**config.mk**
```make
export PLATFORM = sky130hd
export DESIGN_NAME = hazard_ctrl
export DESIGN_NICKNAME = d
export VERILOG_FILES = /design/src/rtl/hazard_ctrl.sv
export SDC_FILE = /design/constraint.sdc
export NUM_CORES = 1
export LEC_CHECK = 0
export ABC_AREA = 1
export BUFFER_PORTS_ARGS = -buffer_cell sky130_fd_sc_hd__buf_4
export CAP_MARGIN = 10
export CORE_AREA = 2 2 54 81
export DETAILED_ROUTE_END_ITERATION = 16
export DIE_AREA = 0 0 56 83
export PLACE_DENSITY = 0.56
export SYNTH_ARGS = -nofsm -noshare
export SYNTH_HDL_FRONTEND = slang
export SYNTH_SLANG_ARGS = --single-unit
```
**constraint.sdc**
```tcl
create_clock -name clk -period 1.17 [get_ports clk]
set_input_delay 0.117 -clock clk [delete_from_list [all_inputs] [get_ports clk]]
set_output_delay 0.117 -clock clk [all_outputs]
set_load 0.02 [all_outputs]
```
**src/rtl/hazard_ctrl.sv**
```systemverilog
// Hazard and forwarding controller for the five-stage MIPS pipeline.
// Combinational forward/stall decode plus a registered mult/div busy sequencer.
module hazard_ctrl #(
    parameter int unsigned MULDIV_CYCLES = 32,
    parameter int unsigned CNT_W         = 6
) (
    input  logic             clk,
    input  logic             reset,
    input  logic [4:0]       Rs_D,
    input  logic [4:0]       Rt_D,
    input  logic [4:0]       Rs_E,
    input  logic [4:0]       Rt_E,
    input  logic [4:0]       WriteReg_E,
    input  logic [4:0]       WriteReg_M,
    input  logic [4:0]       WriteReg_W,
    input  logic             RegWrite_E,
    input  logic             RegWrite_M,
    input  logic             RegWrite_W,
    input  logic             MemtoReg_E,
    input  logic             MemtoReg_M,
    input  logic             Branch_D,
    input  logic             PCSrc_D,
    input  logic             Jump_D,
    input  logic             MulDiv_D,
    input  logic             MulDivStart_E,
    output logic             StallF,
    output logic             StallD,
    output logic             FlushD,
    output logic             FlushE,
    output logic             ForwardAD,
    output logic             ForwardBD,
    output logic [1:0]       ForwardAE,
    output logic [1:0]       ForwardBE,
    output logic             MulDivBusy
);

    localparam logic ST_IDLE = 1'b0;
    localparam logic ST_BUSY = 1'b1;

    localparam logic [CNT_W-1:0] CNT_LOAD = CNT_W'(MULDIV_CYCLES - 1);

    logic             state_q, state_d;
    logic [CNT_W-1:0] cnt_q, cnt_d;

    logic lwstall, branchstall, mdstall, stall;

    // $0 is hardwired to zero, so it never produces a dependency.
    function automatic logic match(input logic [4:0] x, input logic [4:0] r);
        return (x != 5'd0) && (x == r);
    endfunction

    always_comb begin
        ForwardAE = 2'b00;
        if (RegWrite_M && match(WriteReg_M, Rs_E)) begin
            ForwardAE = 2'b10;
        end else if (RegWrite_W && match(WriteReg_W, Rs_E)) begin
            ForwardAE = 2'b01;
        end
    end

    always_comb begin
        ForwardBE = 2'b00;
        if (RegWrite_M && match(WriteReg_M, Rt_E)) begin
            ForwardBE = 2'b10;
        end else if (RegWrite_W && match(WriteReg_W, Rt_E)) begin
            ForwardBE = 2'b01;
        end
    end

    assign ForwardAD = RegWrite_M && match(WriteReg_M, Rs_D);
    assign ForwardBD = RegWrite_M && match(WriteReg_M, Rt_D);

    assign lwstall = MemtoReg_E && (match(Rt_E, Rs_D) || match(Rt_E, Rt_D));

    assign branchstall = Branch_D &&
        ((RegWrite_E && (match(WriteReg_E, Rs_D) || match(WriteReg_E, Rt_D))) ||
         (MemtoReg_M && (match(WriteReg_M, Rs_D) || match(WriteReg_M, Rt_D))));

    assign mdstall = MulDiv_D && (MulDivStart_E || MulDivBusy);

    // Reset forces the pipeline to drain: no holds, no IF/ID flush, bubble into E.
    assign stall  = !reset && (lwstall || branchstall || mdstall);
    assign StallF = stall;
    assign StallD = stall;
    assign FlushE = stall || reset;
    assign FlushD = !reset && (PCSrc_D || Jump_D) && !stall;

    assign MulDivBusy = (state_q == ST_BUSY);

    always_comb begin
        state_d = state_q;
        cnt_d   = cnt_q;
        case (state_q)
            ST_IDLE: begin
                if (MulDivStart_E && (MULDIV_CYCLES > 1)) begin
                    state_d = ST_BUSY;
                    cnt_d   = CNT_LOAD;
                end
            end
            ST_BUSY: begin
                // A new start while busy is ignored; mdstall keeps it from happening.
                if (cnt_q == CNT_W'(1)) begin
                    state_d = ST_IDLE;
                    cnt_d   = '0;
                end else begin
                    cnt_d = cnt_q - CNT_W'(1);
                end
            end
            default: begin
                state_d = ST_IDLE;
                cnt_d   = '0;
            end
        endcase
    end

    always_ff @(posedge clk) begin
        if (reset) begin
            state_q <= ST_IDLE;
            cnt_q   <= '0;
        end else begin
            state_q <= state_d;
            cnt_q   <= cnt_d;
        end
    end

endmodule

```
==> results.txt <==
* Run status: complete, but fails checks
* Violated checks: negative setup slack
- Endpoint kind of the worst setup timing path: primary output
- Dividing total power by cell area gives a power density of between 600 and 700 nW/um^2.
- Count of clock tree sinks: 7
- Arrival time at the worst endpoint: between 1 and 1.5 ns
- In the final layout, flip-flops and latches occupy approximately 150 sq um.
- Among all cell types in the netlist, the one instantiated most often is sky130_fd_sc_hd__nand2_1.
- Number of cells on the worst reg-to-reg path: 5
* Number of warnings printed during yosys synthesis: 0
- Remaining number of nets flagged by the antenna check after routing: 0
- In the final layout, the multi-input gates occupy 1190 sq um.
- Ratio of cells with drive above 1 in the final layout: between 50% and 60%
* Setup slack of the worst register-to-register path: ~0.040 ns
* Class of the most critical setup path: reg2out
- After layout, the worst setup slack is -0.226 ns.
* Post-synth EDFFs: 0
- Average via count per standard cell: 4.90
- For the worst setup path, the data required time is around 1.1 ns.
* Drt pass-1 iters: 4
* Met3 track demand over resource: 2.65%
* Total Negative Setup Slacks: -0.971 ns
- After synthesis, the share of flip-flops with an asynchronous set or reset is 0%.
- In this run, distinct cell masters in the synthesized netlist total 29.
- Filler cell count in the final layout: roughly 360
* Clock edge transition at the registers on the reported setup and hold paths: around 0.04 ns
- Counting buffers and inverters, the worst setup path is 7 cells deep.
- Commonest cells post-synth: sky130_fd_sc_hd__nand2_1 (48), sky130_fd_sc_hd__inv_1 (31), sky130_fd_sc_hd__nor2_1 (23)
- Overall routing resource usage: roughly a fifth
* Top cells by area in the synthesized netlist: sky130_fd_sc_hd__nand2_1 (15%), sky130_fd_sc_hd__dfxtp_1 (12%), sky130_fd_sc_hd__xor2_1 (12%)
* Fraction of the yosys area taken by sequential cells: 11.6%
* Vias in the first global route: 1,696
- The area growth from synthesis to layout is 102%.
* Largest fanout on the critical path: 2
* Die span in x: 56 um
* Vertical die dimension: between 80 and 90 um
* Largest net degree at the start of global routing: 8
- The die covers between 4000 and 5000 sq um.
- On the critical path the largest part of the delay comes from simple AND/OR/NAND/NOR gates.
- The congestion estimate from routability-driven global placement came to about 0.85.
* GR Util met1: between 10% and 20%
- The synthesized design spends more area on one cell type than any other, namely sky130_fd_sc_hd__nand2_1.
- The floorplan step defined a core boundary enclosing 3920 sq um.
- Final WL: between 4000 and 5000 um
* CP Launch Type: register
* Cell repeated most along the worst path: sky130_fd_sc_hd__nor2_4
- For this run, the top clock speed supported by timing is 716 MHz.
- Synthesis produced a netlist whose cell count is 201.
- Nets: between 300 and 400
- The worst hold path belongs to the class in2reg.
- Number of failing hold endpoints at the final stage: 0
- TritonCTS built the clock tree.
- Iteration-0 DRC count of the detailed router: 47
* Final routed wire length divided by cell count: about 14 um
- The critical path starts at MulDivBusy$_SDFF_PP0_.
- Crit Reg-Reg Startpoint: cnt_q[0]$_SDFFE_PP0N_
* Min cycle time layout: between 1 and 1.5 ns
- Setup violations remaining at the end of the flow were counted as 7.
- The initial antenna violation count came to 0.
- Final clock period utilization by the worst path: 119%
- Overall via count from detail_route: 1,665
* Starting Density: a little under a third
* Count of pins on the block boundary: 58
- Buffers inserted during clock tree synthesis total 3.
- Headroom to the max-slew limit came out at 79.0%.
* Number of nets in the synthesized netlist: between 200 and 300
- The repair_antennas step left the layout with diodes totalling 0.
* Hold Path Cell Cnt: 2
- Pins over their slew limit: 0
- The first global-routing pass estimated between 7000 and 8000 um of wire.
- In this run the most critical hold path is launched from reset.
* Slowest cell delay on critical path: between 0.3 and 0.4 ns
- Setup repair after global routing missed its margin: true
- CTS placed an instance of sky130_fd_sc_hd__clkbuf_8 at the clock tree root.
* Seq cells post-synth: 7
* Grt met2 use: 39.5%
- CTS built an H-tree with a depth of 1.
- The critical path contains buffers and inverters numbering 2 combined.
* Busiest grt layer: met2
* Buffers on Ports: between 50 and 60
- Post-detailed-route DRC marker count: 0
* Most instantiated flip-flop cell in the synthesis netlist: sky130_fd_sc_hd__dfxtp_1
- In this run the core area contains 28 standard-cell rows.
* Utilization after layout: approximately three fifths
- Worst clock skew: between 0.0015 and 0.002 ns
- Detailed placement ended at an HPWL of 3710 um.
- Clock Tree Buf Depth: 2
* Transition time at the pin with the least slew margin: 0.313 ns
- Post-synthesis instance area: 1200 sq um
- After global routing the overflow that remains totals 0.
- Across the run, the number of max-cap violations was 0.
- A synthesized cell averages 5.99 sq um.
- Portion of synthesized cell area occupied by the leading cell type: around 15%
* Static Leak: around 1.2 nW
- VDD IR max: between 0.8 and 0.9 mV
- The slowest stage of the critical path belongs to the cell sky130_fd_sc_hd__dfxtp_4.
- Worst-case setup slack after placement: -0.281 ns
* List of cells traversed by the critical path: nor2_4 -> inv_2 -> nand2_2 -> a21boi_4 -> nand3_4 -> nor2_4 -> buf_6
- In this run, post-CTS hold repair placed 0 buffers.
- Source-to-sink clock delay at the later pin of the worst-skew pair: between 0.2 and 0.25 ns
## cell type report
type,instances,share of cell area (%)
Tap cell,45,2.32
Inverter,34,5.56
Timing Repair Buffer,94,35.2
Clock buffer,4,1.85
Multi-Input combinational cell,156,49.0
Sequential cell,7,6.02
## path summary, 6_finish.rpt
path,endpoint
min reg2reg,cnt_q[5]$_SDFFE_PP0N_
max,FlushD
min,cnt_q[1]$_SDFFE_PP0N_
max reg2reg,cnt_q[4]$_SDFFE_PP0N_
## power breakdown
part           switching [mW]  internal, mW
combinational           0.444         0.491
clock                   0.111         0.236
sequential             0.0239         0.267
total                   0.578         0.994
## timing repair
| action | in CTS | in global routing |
|---|---|---|
| resized for setup | 38 | 60 |
| setup endpoints to repair | 11 | 16 |
| buffers inserted | 1 | 5 |
| pin swaps | 17 | 33 |
## cells in the final DEF (no fill, tap or decap), drive strengths merged
cell type and instances:
buf 94, nand2 49, inv 34, nor2 27, xor2 16, xnor2 15
nand3 8, a21oi 8, o21ai 8, dfxtp 7, nand4 4, clkbuf 4
o22ai 4, nor4 4, a221oi 3, ha 2, o2111ai 2, o221ai 1
a21boi 1, a211oi 1, a311oi 1, o21a 1, nor3 1
## per-layer routing
metal,up-vias,routed length [um]
met3,4,197
met5,-,0
met1,771,1630
met2,55,2840
li1,835,-
met4,0,38
## cells by family after synthesis
| family | count (synthesis) | synth area share (%) |
|---|---|---|
| adder cells (fa/ha/maj) | 2 | 2.08 |
| AND/OR/NAND/NOR | 93 | 34.1 |
| buffers and inverters | 38 | 13.0 |
| XOR/XNOR | 31 | 22.6 |
| AO/OA/AOI/OAI | 30 | 16.6 |
| flip-flops | 7 | 11.6 |
## sequential cells by signal, indices dropped and copies added (netlist names)
signal,count
MulDivBusy,1
cnt_q,6
## through the flow
stage | area (sq um) | hold WS (ns) | std cells | total power [mW]
CTS | 2150 | 0.0911 | 336 | 1.44
detailed placement | 1980 | 0.329 | 331 | 1.03
finish | 2430 | 0.0893 | 340 | 1.57
floorplan | 1300 | 0.186 | 201 | 0.665
global placement | 1980 | 0.333 | 331 | 1.03
global route | 2430 | 0.0941 | 340 | 1.67
Power figures use the tool's default switching activity.
